$ cat src/rtl/ber_counter.sv
// ber_counter: BER checker for the PRBS9/BPSK link.
// Samples the RC-filter sign once per symbol at a selectable phase, searches for
// the channel delay against the transmitted PRBS9 stream, then counts errors and bits.
module ber_counter #(
    parameter int OS     = 4,
    parameter int DLY_W  = 9,
    parameter int WINDOW = 511,
    parameter int CNT_W  = 64
) (
    input  logic                    clock,
    input  logic                    reset,
    input  logic                    i_enable,
    input  logic                    i_rx_sample,
    input  logic                    i_tx_bit,
    input  logic [$clog2(OS)-1:0]   i_offset,
    output logic                    o_locked,
    output logic [DLY_W-1:0]        o_delay,
    output logic [CNT_W-1:0]        o_err_cnt,
    output logic [CNT_W-1:0]        o_bit_cnt,
    output logic                    o_is_zero
);

    localparam int PH_W  = $clog2(OS);
    localparam int REF_N = 2 ** DLY_W;
    localparam int WIN_W = $clog2(WINDOW + 1);

    typedef enum logic [1:0] {
        IDLE,
        SEARCH,
        LOCKED
    } state_t;

    state_t               state_q, state_d;
    logic [PH_W-1:0]      phase_q, phase_d;
    logic [REF_N-1:0]     ref_q, ref_d;
    logic [DLY_W-1:0]     delay_q, delay_d;
    logic [WIN_W-1:0]     win_q, win_d;
    logic [CNT_W-1:0]     err_q, err_d;
    logic [CNT_W-1:0]     bit_q, bit_d;

    logic shift;
    logic capture;
    logic rx_bit;
    logic mismatch;

    // Capture/shift strobes and the per-symbol compare against the reference line.
    always_comb begin
        shift    = i_enable && (phase_q == '0);
        capture  = i_enable && (phase_q == i_offset);
        rx_bit   = ~i_rx_sample;
        // On an offset-0 capture this reads ref_q before the shift lands.
        mismatch = rx_bit ^ ref_q[delay_q];
    end

    // Next-state logic for phase, reference line, search FSM and counters.
    always_comb begin
        // NOTE: every variable gets its hold value first so no path can infer a latch.
        state_d = state_q;
        phase_d = phase_q;
        ref_d   = ref_q;
        delay_d = delay_q;
        win_d   = win_q;
        err_d   = err_q;
        bit_d   = bit_q;

        if (i_enable) begin
            phase_d = (phase_q == PH_W'(OS - 1)) ? '0 : phase_q + 1'b1;
        end

        if (shift) begin
            ref_d = {ref_q[REF_N-2:0], i_tx_bit};
        end

        unique case (state_q)
            IDLE: begin
                if (i_enable) begin
                    state_d = SEARCH;
                    delay_d = '0;
                    win_d   = '0;
                end
            end
            SEARCH: begin
                if (capture) begin
                    if (mismatch) begin
                        // Natural DLY_W-bit overflow gives the 2^DLY_W-1 -> 0 wrap.
                        delay_d = delay_q + 1'b1;
                        win_d   = '0;
                    end else if (win_q == WIN_W'(WINDOW - 1)) begin
                        state_d = LOCKED;
                        win_d   = '0;
                        err_d   = '0;
                        bit_d   = '0;
                    end else begin
                        win_d = win_q + 1'b1;
                    end
                end
            end
            LOCKED: begin
                if (capture) begin
                    if (bit_q != '1) begin
                        bit_d = bit_q + 1'b1;
                    end
                    if (mismatch && (err_q != '1)) begin
                        err_d = err_q + 1'b1;
                    end
                end
            end
            default: state_d = IDLE;
        endcase
    end

    // State registers with asynchronous, active-high reset.
    always_ff @(posedge clock or posedge reset) begin
        if (reset) begin
            state_q <= IDLE;
            phase_q <= '0;
            // NOTE: the reference line is a plain shift register, not RAM, so it is
            // reset like any flop; a stale line would fake matches after reset.
            ref_q   <= '0;
            delay_q <= '0;
            win_q   <= '0;
            err_q   <= '0;
            bit_q   <= '0;
        end else begin
            // NOTE: non-blocking assignments so every register samples pre-edge values.
            state_q <= state_d;
            phase_q <= phase_d;
            ref_q   <= ref_d;
            delay_q <= delay_d;
            win_q   <= win_d;
            err_q   <= err_d;
            bit_q   <= bit_d;
        end
    end

    assign o_locked  = (state_q == LOCKED);
    assign o_delay   = delay_q;
    assign o_err_cnt = err_q;
    assign o_bit_cnt = bit_q;
    assign o_is_zero = (state_q == LOCKED) && (err_q == '0);

endmodule
$ cat config.mk
export PLATFORM = sky130hd
export DESIGN_NAME = ber_counter
export DESIGN_NICKNAME = d
export VERILOG_FILES = /design/src/rtl/ber_counter.sv
export SDC_FILE = /design/constraint.sdc
export NUM_CORES = 1
export LEC_CHECK = 0
export ABC_AREA = 1
export CAP_MARGIN = 30
export CORE_AREA = 2 2 236 238
export CTS_CLUSTER_DIAMETER = 100
export DETAILED_ROUTE_END_ITERATION = 10
export DIE_AREA = 0 0 238 240
export PLACE_DENSITY_LB_ADDON = 0.3
export SYNTH_ARGS = -nofsm -noshare
export SYNTH_HDL_FRONTEND = slang
export SYNTH_SLANG_ARGS = --single-unit
$ cat constraint.sdc
create_clock -name clock -period 59.6 [get_ports clock]
set_clock_uncertainty 0.1 [all_clocks]
set_input_delay 8.94 -clock clock [delete_from_list [all_inputs] [get_ports clock]]
set_output_delay 8.94 -clock clock [all_outputs]
set_load 0.03 [all_outputs]
==> impl_metrics.tcl, run 1 <==
set metrics [dict create \
    outcome "complete, no violations" \
    worstPathArrival_ns 12.32 \
    core_um2 54700 \
    drive_gt1_share_pct 6.07 \
    fin_util_pct 70.5 \
    power_density_nw_per_um2 39.4 \
    tns_ns 0 \
    max_clock_freq_mhz 84.0 \
    drv_cap 0 \
    die-area_um2 57100 \
    async_reset_ff_share_pct 100 \
    cts_resized 0 \
    endpoint_kind "flip-flop" \
    rsz0062_at_grt "false" \
    synthTopCellsByArea "dfrtp_1 (48%), nand2_1 (13%), o21ai_0 (6.4%), inv_1 (5.2%), nor2_1 (4.5%)" \
    antenna_found_initial 1 \
    finalHoldViolCount 0 \
    power_leakage_nw 17.7 \
    cts-root-buf "clkbuf_16" \
    initial_core_util_pct 63.3 \
    syn_area_per_cell_um2 7.60 \
    final_cell_area_um2 38600 \
    numCtsBuffers 72 \
    grt_pass1_vias 27900 \
    rows 86 \
    drt_iter0_markers 3068 \
    yosysTopAreaCell "dfrtp_1" \
    finalPower_mw 1.52 \
    synthTopCellsByCount "nand2_1 (1193), dfrtp_1 (662), inv_1 (480)" \
    place_hpwl_mm 52.2 \
    maxSlewHeadroom_pct 25.8 \
    clk_latency_ns 0.62 \
    setup.worst_path.class "primary input to flip-flop" \
    wire_per_inst_um 16.2 \
    die_h_um 240 \
    portBuffers 145 \
    path_max_fanout 311 \
    holdWs_ns 0.383 \
    viasPerCell 5.70 \
    wirelength_mm 85.9 \
    route.vias.total 30200 \
    post_cts.repair.setup_buffers 0 \
    hp-class "flip-flop to flip-flop" \
    ys_types 42 \
    yosysSeqAreaShare_pct 47.9 \
    cp-start-kind "primary input" \
    setup_viol 0 \
    layout.nets 4559 \
    yosysMostFrequentCell "nand2_1" \
    synth_edf_count 0 \
    tritoncts "built" \
    min_period_ns 11.90 \
    ant_nets 0 \
    clock_tree.buffer_depth 3 \
    die_w_um 238 \
    tightestPinTransition_ns 1.11 \
    first_pass_iters 6 \
    post-route-drc-count 0 \
    synthToLayoutAreaGrowth_pct 11.4 \
    clk_pin_slew_worst_paths_ns 0.06 \
    ys_seq_elements 662 \
    synth.cell_area_um2 34600 \
    grt_use_total_pct 30.3 \
    htreeDepth 3 \
    period_share_pct 20.0 \
    dpl_cell_area_um2 36000 \
    peakVddDrop_uv 36.9 \
    ys.flop_type "dfrtp_1" \
    drv_slew 0 \
    place.gp.congestion 1.01 \
    cts_hold_buf 0 \
    pin_count 146 \
    antenna_cells 0 \
    cts_sinks 662 \
    grt_max_degree 312 \
    overflow 0 \
    grt_pass1_wl_mm 141 \
    synth_top_area_share_pct 47.9 \
    yosysWarnings 0 \
    synthCells 4553 \
    synth_nets 4568 \
    required_ns 60.02 \
]
[power breakdown]
group / internal [mW] / total [mW] / switching (mW)
clock network: 0.271 / 0.455 / 0.184
logic: 0.126 / 0.374 / 0.248
registers: 0.604 / 0.691 / 0.0872
total: 1.00 / 1.52 / 0.519
[metrics by stage]
step | worst slack, ns | cells
after global routing | 47.34 | 5301
after global placement | 46.90 | 5168
after detailed placement | 47.06 | 5169
after CTS | 47.69 | 5296
final | 47.70 | 5301
after floorplan | 32.01 | 4553
[layout make-up]
cell class                 instances  area (um2)
fill                            4302       16100
timing repair buffer             187        1910
clock buffer                     105        2130
sequential                       662       16600
clock inverter                    22         289
multi-input combinational       3134       14900
inverter                         487        1840
tap                              704         881
[cells by family after synthesis]
kind of cell               count (synthesis)  share of synthesized area (%)
AOI/OAI and AO/OA                        916                           14.7
adders and majority gates                  8                          0.289
xor gates and xnor gates                 104                           2.63
buffers and inverters                    757                           9.04
and+or+nand+nor                         2106                           25.5
DFF                                      662                           47.9
[routing by layer]
layer  routed length, um  part of all wire [%]  track usage, %
met1               37600                    44            43.6
met2               39800                    46            46.9
met3                6000                   7.0            4.41
met4                2560                   3.0            11.6
met5                   0                     0               0
[critical path, cell delays in order]
cell and delay, ns:
clkdlybuf4s50_1 0.54, nand2_4 0.14, buf_12 0.70, buf_4 0.47
buf_16 0.34, buf_4 0.77, nand2_1 0.16, o21ai_0 0.13
[sequential cells by signal (all words and copies together), names as in the netlist]
signal and count:
phase_q 2, win_q 9, o_bit_cnt 64, ref_q 512, o_err_cnt 64, state_q 2, o_delay 9
[final timing paths]
kind                       startpoint       endpoint  slack (ns)  depth (start not counted)
max                          i_enable      ref_q[94]       47.70                          8
min in group asynchronous       reset  o_bit_cnt[53]        8.80                          2
max reg2reg                o_delay[0]  o_bit_cnt[34]       53.52                         23
min reg2reg                ref_q[173]     ref_q[173]        0.38                          2
max in group asynchronous       reset     ref_q[218]       48.31                          4
min                        ref_q[173]     ref_q[173]        0.38                          2
[placed cells by master (no fill, tap or decap), types with 74 or more instances in the layout]
cell type / count
xor2_1: 92
o21ai_0: 441
clkbuf_16: 74
nand2_1: 1191
nand4_1: 123
nor2_1: 414
inv_1: 478
nand3_1: 231
o211ai_1: 93
a21oi_1: 290
clkdlybuf4s50_1: 145
dfrtp_1: 659
Note: power is estimated with default switching activity, not from simulation.
==> inputs of run 2 (changes only) <==
- CORE_AREA: 2 2 236 238 -> 2 2 252 254
- DIE_AREA: 0 0 238 240 -> 0 0 254 256
- clock period: 59.6 -> 10.3 ns (I/O delays scaled with it)
==> impl_metrics.tcl, run 2 (synthesis results as in run 1) <==
set metrics [dict create \
    dpl_cell_area_um2 36200 \
    nFillCells 5655 \
    clk_latency_ns 0.62 \
    drt_iter0_markers 2808 \
    hold_path.startpoint "ref_q[180]" \
    wl_met2_mm 40.0 \
    switchingPower_mw 3.01 \
    ant_nets 0 \
    place_hpwl_mm 54.0 \
    cts-root-buf "clkbuf_16" \
    clock_tree.buffer_depth 3 \
    pin_count 146 \
    place.gp.congestion 0.971 \
    holdWs_ns 0.381 \
    post-route-drc-count 0 \
    grt_max_degree 292 \
    layout_common_cells "nand2_1 (1191), dfrtp_1 (659), inv_1 (478)" \
    finalPower_mw 8.83 \
    initial_core_util_pct 55.5 \
    period_share_pct 60.4 \
    dr_wl_met3_mm 4.76 \
    drv_cap 0 \
    m1WireLength_mm 39.9 \
    path_max_fanout 109 \
    fin_util_pct 62.2 \
    overflow 0 \
    outcome "complete, no violations" \
    power_leakage_nw 17.7 \
    viasPerCell 5.46 \
    clockPowerShare_pct 30.7 \
    numCtsBuffers 75 \
    synthToLayoutAreaGrowth_pct 12.1 \
    wire_per_inst_um 16.0 \
    seqPwrFrac_pct 45.2 \
    worstPathArrival_ns 6.63 \
    power_density_nw_per_um2 228 \
    worstRegToRegCells 25 \
    required_ns 10.71 \
    ff_latch_area_um2 16600 \
    die_w_um 254 \
    cp-start-kind "flip-flop" \
    finalHoldViolCount 0 \
    largest_register "ref_q" \
    portBuffers 145 \
    die_h_um 256 \
    rows 92 \
    clk_pin_slew_worst_paths_ns 0.06 \
    r2r-end "o_err_cnt[25]" \
    setup_viol 0 \
    first_pass_iters 6 \
    route.vias.total 29700 \
    grt_pass1_wl_mm 144 \
    final_cell_area_um2 38800 \
    die-area_um2 65000 \
    cts_sinks 662 \
    cts_hold_buf 0 \
    worstHoldEndpoint "ref_q[180]" \
    rsz0062_at_grt "false" \
    max_clock_freq_mhz 161 \
    grt_pass1_vias 27700 \
    peakVddDrop_uv 194 \
    final_common_cell "nand2_1" \
    maxSlewHeadroom_pct 22.6 \
    layout.nets 4558 \
    pwr-share-comb_pct 24.2 \
    endpoint_kind "flip-flop" \
    cts_resized 0 \
    rr_startpoint "o_delay[0]" \
    wirelength_mm 87.0 \
    whs_path_depth 2 \
    antenna_found_initial 1 \
    hp-class "flip-flop to flip-flop" \
    largest_reg_flops 512 \
    switching_share_pct 34.1 \
    p_int_mw 5.81 \
    fin_cells 5447 \
    dp_cells 5309 \
    min_period_ns 6.22 \
    post_cts.repair.setup_buffers 0 \
    rrSetupSlack_ns 4.08 \
    tightestPinTransition_ns 1.16 \
    tritoncts "built" \
    core_um2 62400 \
    setup.worst_path.class "flip-flop to flip-flop" \
    grt_use_total_pct 27.0 \
    multiInputGateArea_um2 14900 \
    top_layer "met4" \
    drive_gt1_share_pct 6.15 \
    htreeDepth 3 \
    drv_slew 0 \
]
## run 2: cell count changes in the layout (fill, tap and decap cells not counted), sizes merged
cell,previous run,this run
clkbuf,105,108
clkinv,14,18
clkinvlp,2,5
diode,0,1
buf,42,38
bufinv,5,4
inv,488,486
## run 2: power groups by stage
stage               registers, mW  logic [mW]  clock network [mW]
floorplan                    3.93        1.72                   0
global placement             4.00        2.04                   0
detailed placement           4.01        2.13                   0
CTS                          3.98        2.14                2.76
global route                 4.10        2.52                2.86
finish                       3.99        2.13                2.71
## run 2: worst max-delay path: stages (launching register included)
cell	delay (ns)
dfrtp_4	0.90
buf_4	0.68
buf_4	0.84
nand2_1	0.12
nand3_1	0.11
o21ai_0	0.10
nand2_1	0.06
nand2_1	0.05
inv_1	0.04
nand2_1	0.04
nand2_1	0.05
nand2_1	0.05
nor2_1	0.12
nand2_1	0.10
nand3_1	0.10
nand2_1	0.10
nand2_1	0.09
nand2_1	0.07
nand2_2	0.13
nand2_1	0.08
nand2_2	0.35
buf_4	0.54
nand3_2	0.47
buf_4	0.47
nand2_1	0.14
nand2_1	0.06
## run 2: worst max path at each step
stage / cells past startpoint / start / slack (ns) / to
floorplan: 1 / reset / -0.40 / o_bit_cnt[0]
global placement: 25 / o_delay[0] / 4.28 / o_err_cnt[16]
CTS: 25 / o_delay[0] / 4.12 / o_err_cnt[25]
detailed placement: 25 / o_delay[0] / 4.15 / o_err_cnt[25]
global route: 25 / o_delay[0] / 3.36 / o_err_cnt[25]
finish: 25 / o_delay[0] / 4.08 / o_err_cnt[25]
## run 2: per-layer routing
| metal | GRT usage [%] | up-vias |
|---|---|---|
| li1 | - | 14700 |
| met1 | 39.5 | 14100 |
| met2 | 41.5 | 805 |
| met4 | 8.43 | 0 |
| met3 | 4.04 | 173 |
| met5 | 0 | - |
## run 2: cell type report
type,instances,area share [%]
Clock buffer,108,5.67
Antenna cell,1,0.00645
Inverter,487,4.73
Multi-Input combinational cell,3134,38.5
Clock inverter,26,0.848
Tap cell,846,2.73
Sequential cell,662,42.7
Timing Repair Buffer,183,4.79
## run 2: per-stage QoR
| step | setup TNS [ns] | setup slack, ns |
|---|---|---|
| after floorplan | -261.79 | -0.395 |
| after CTS | 0 | 4.12 |
| after detailed placement | 0 | 4.15 |
| final | 0 | 4.08 |
| after global routing | 0 | 3.36 |
| after global placement | 0 | 4.28 |
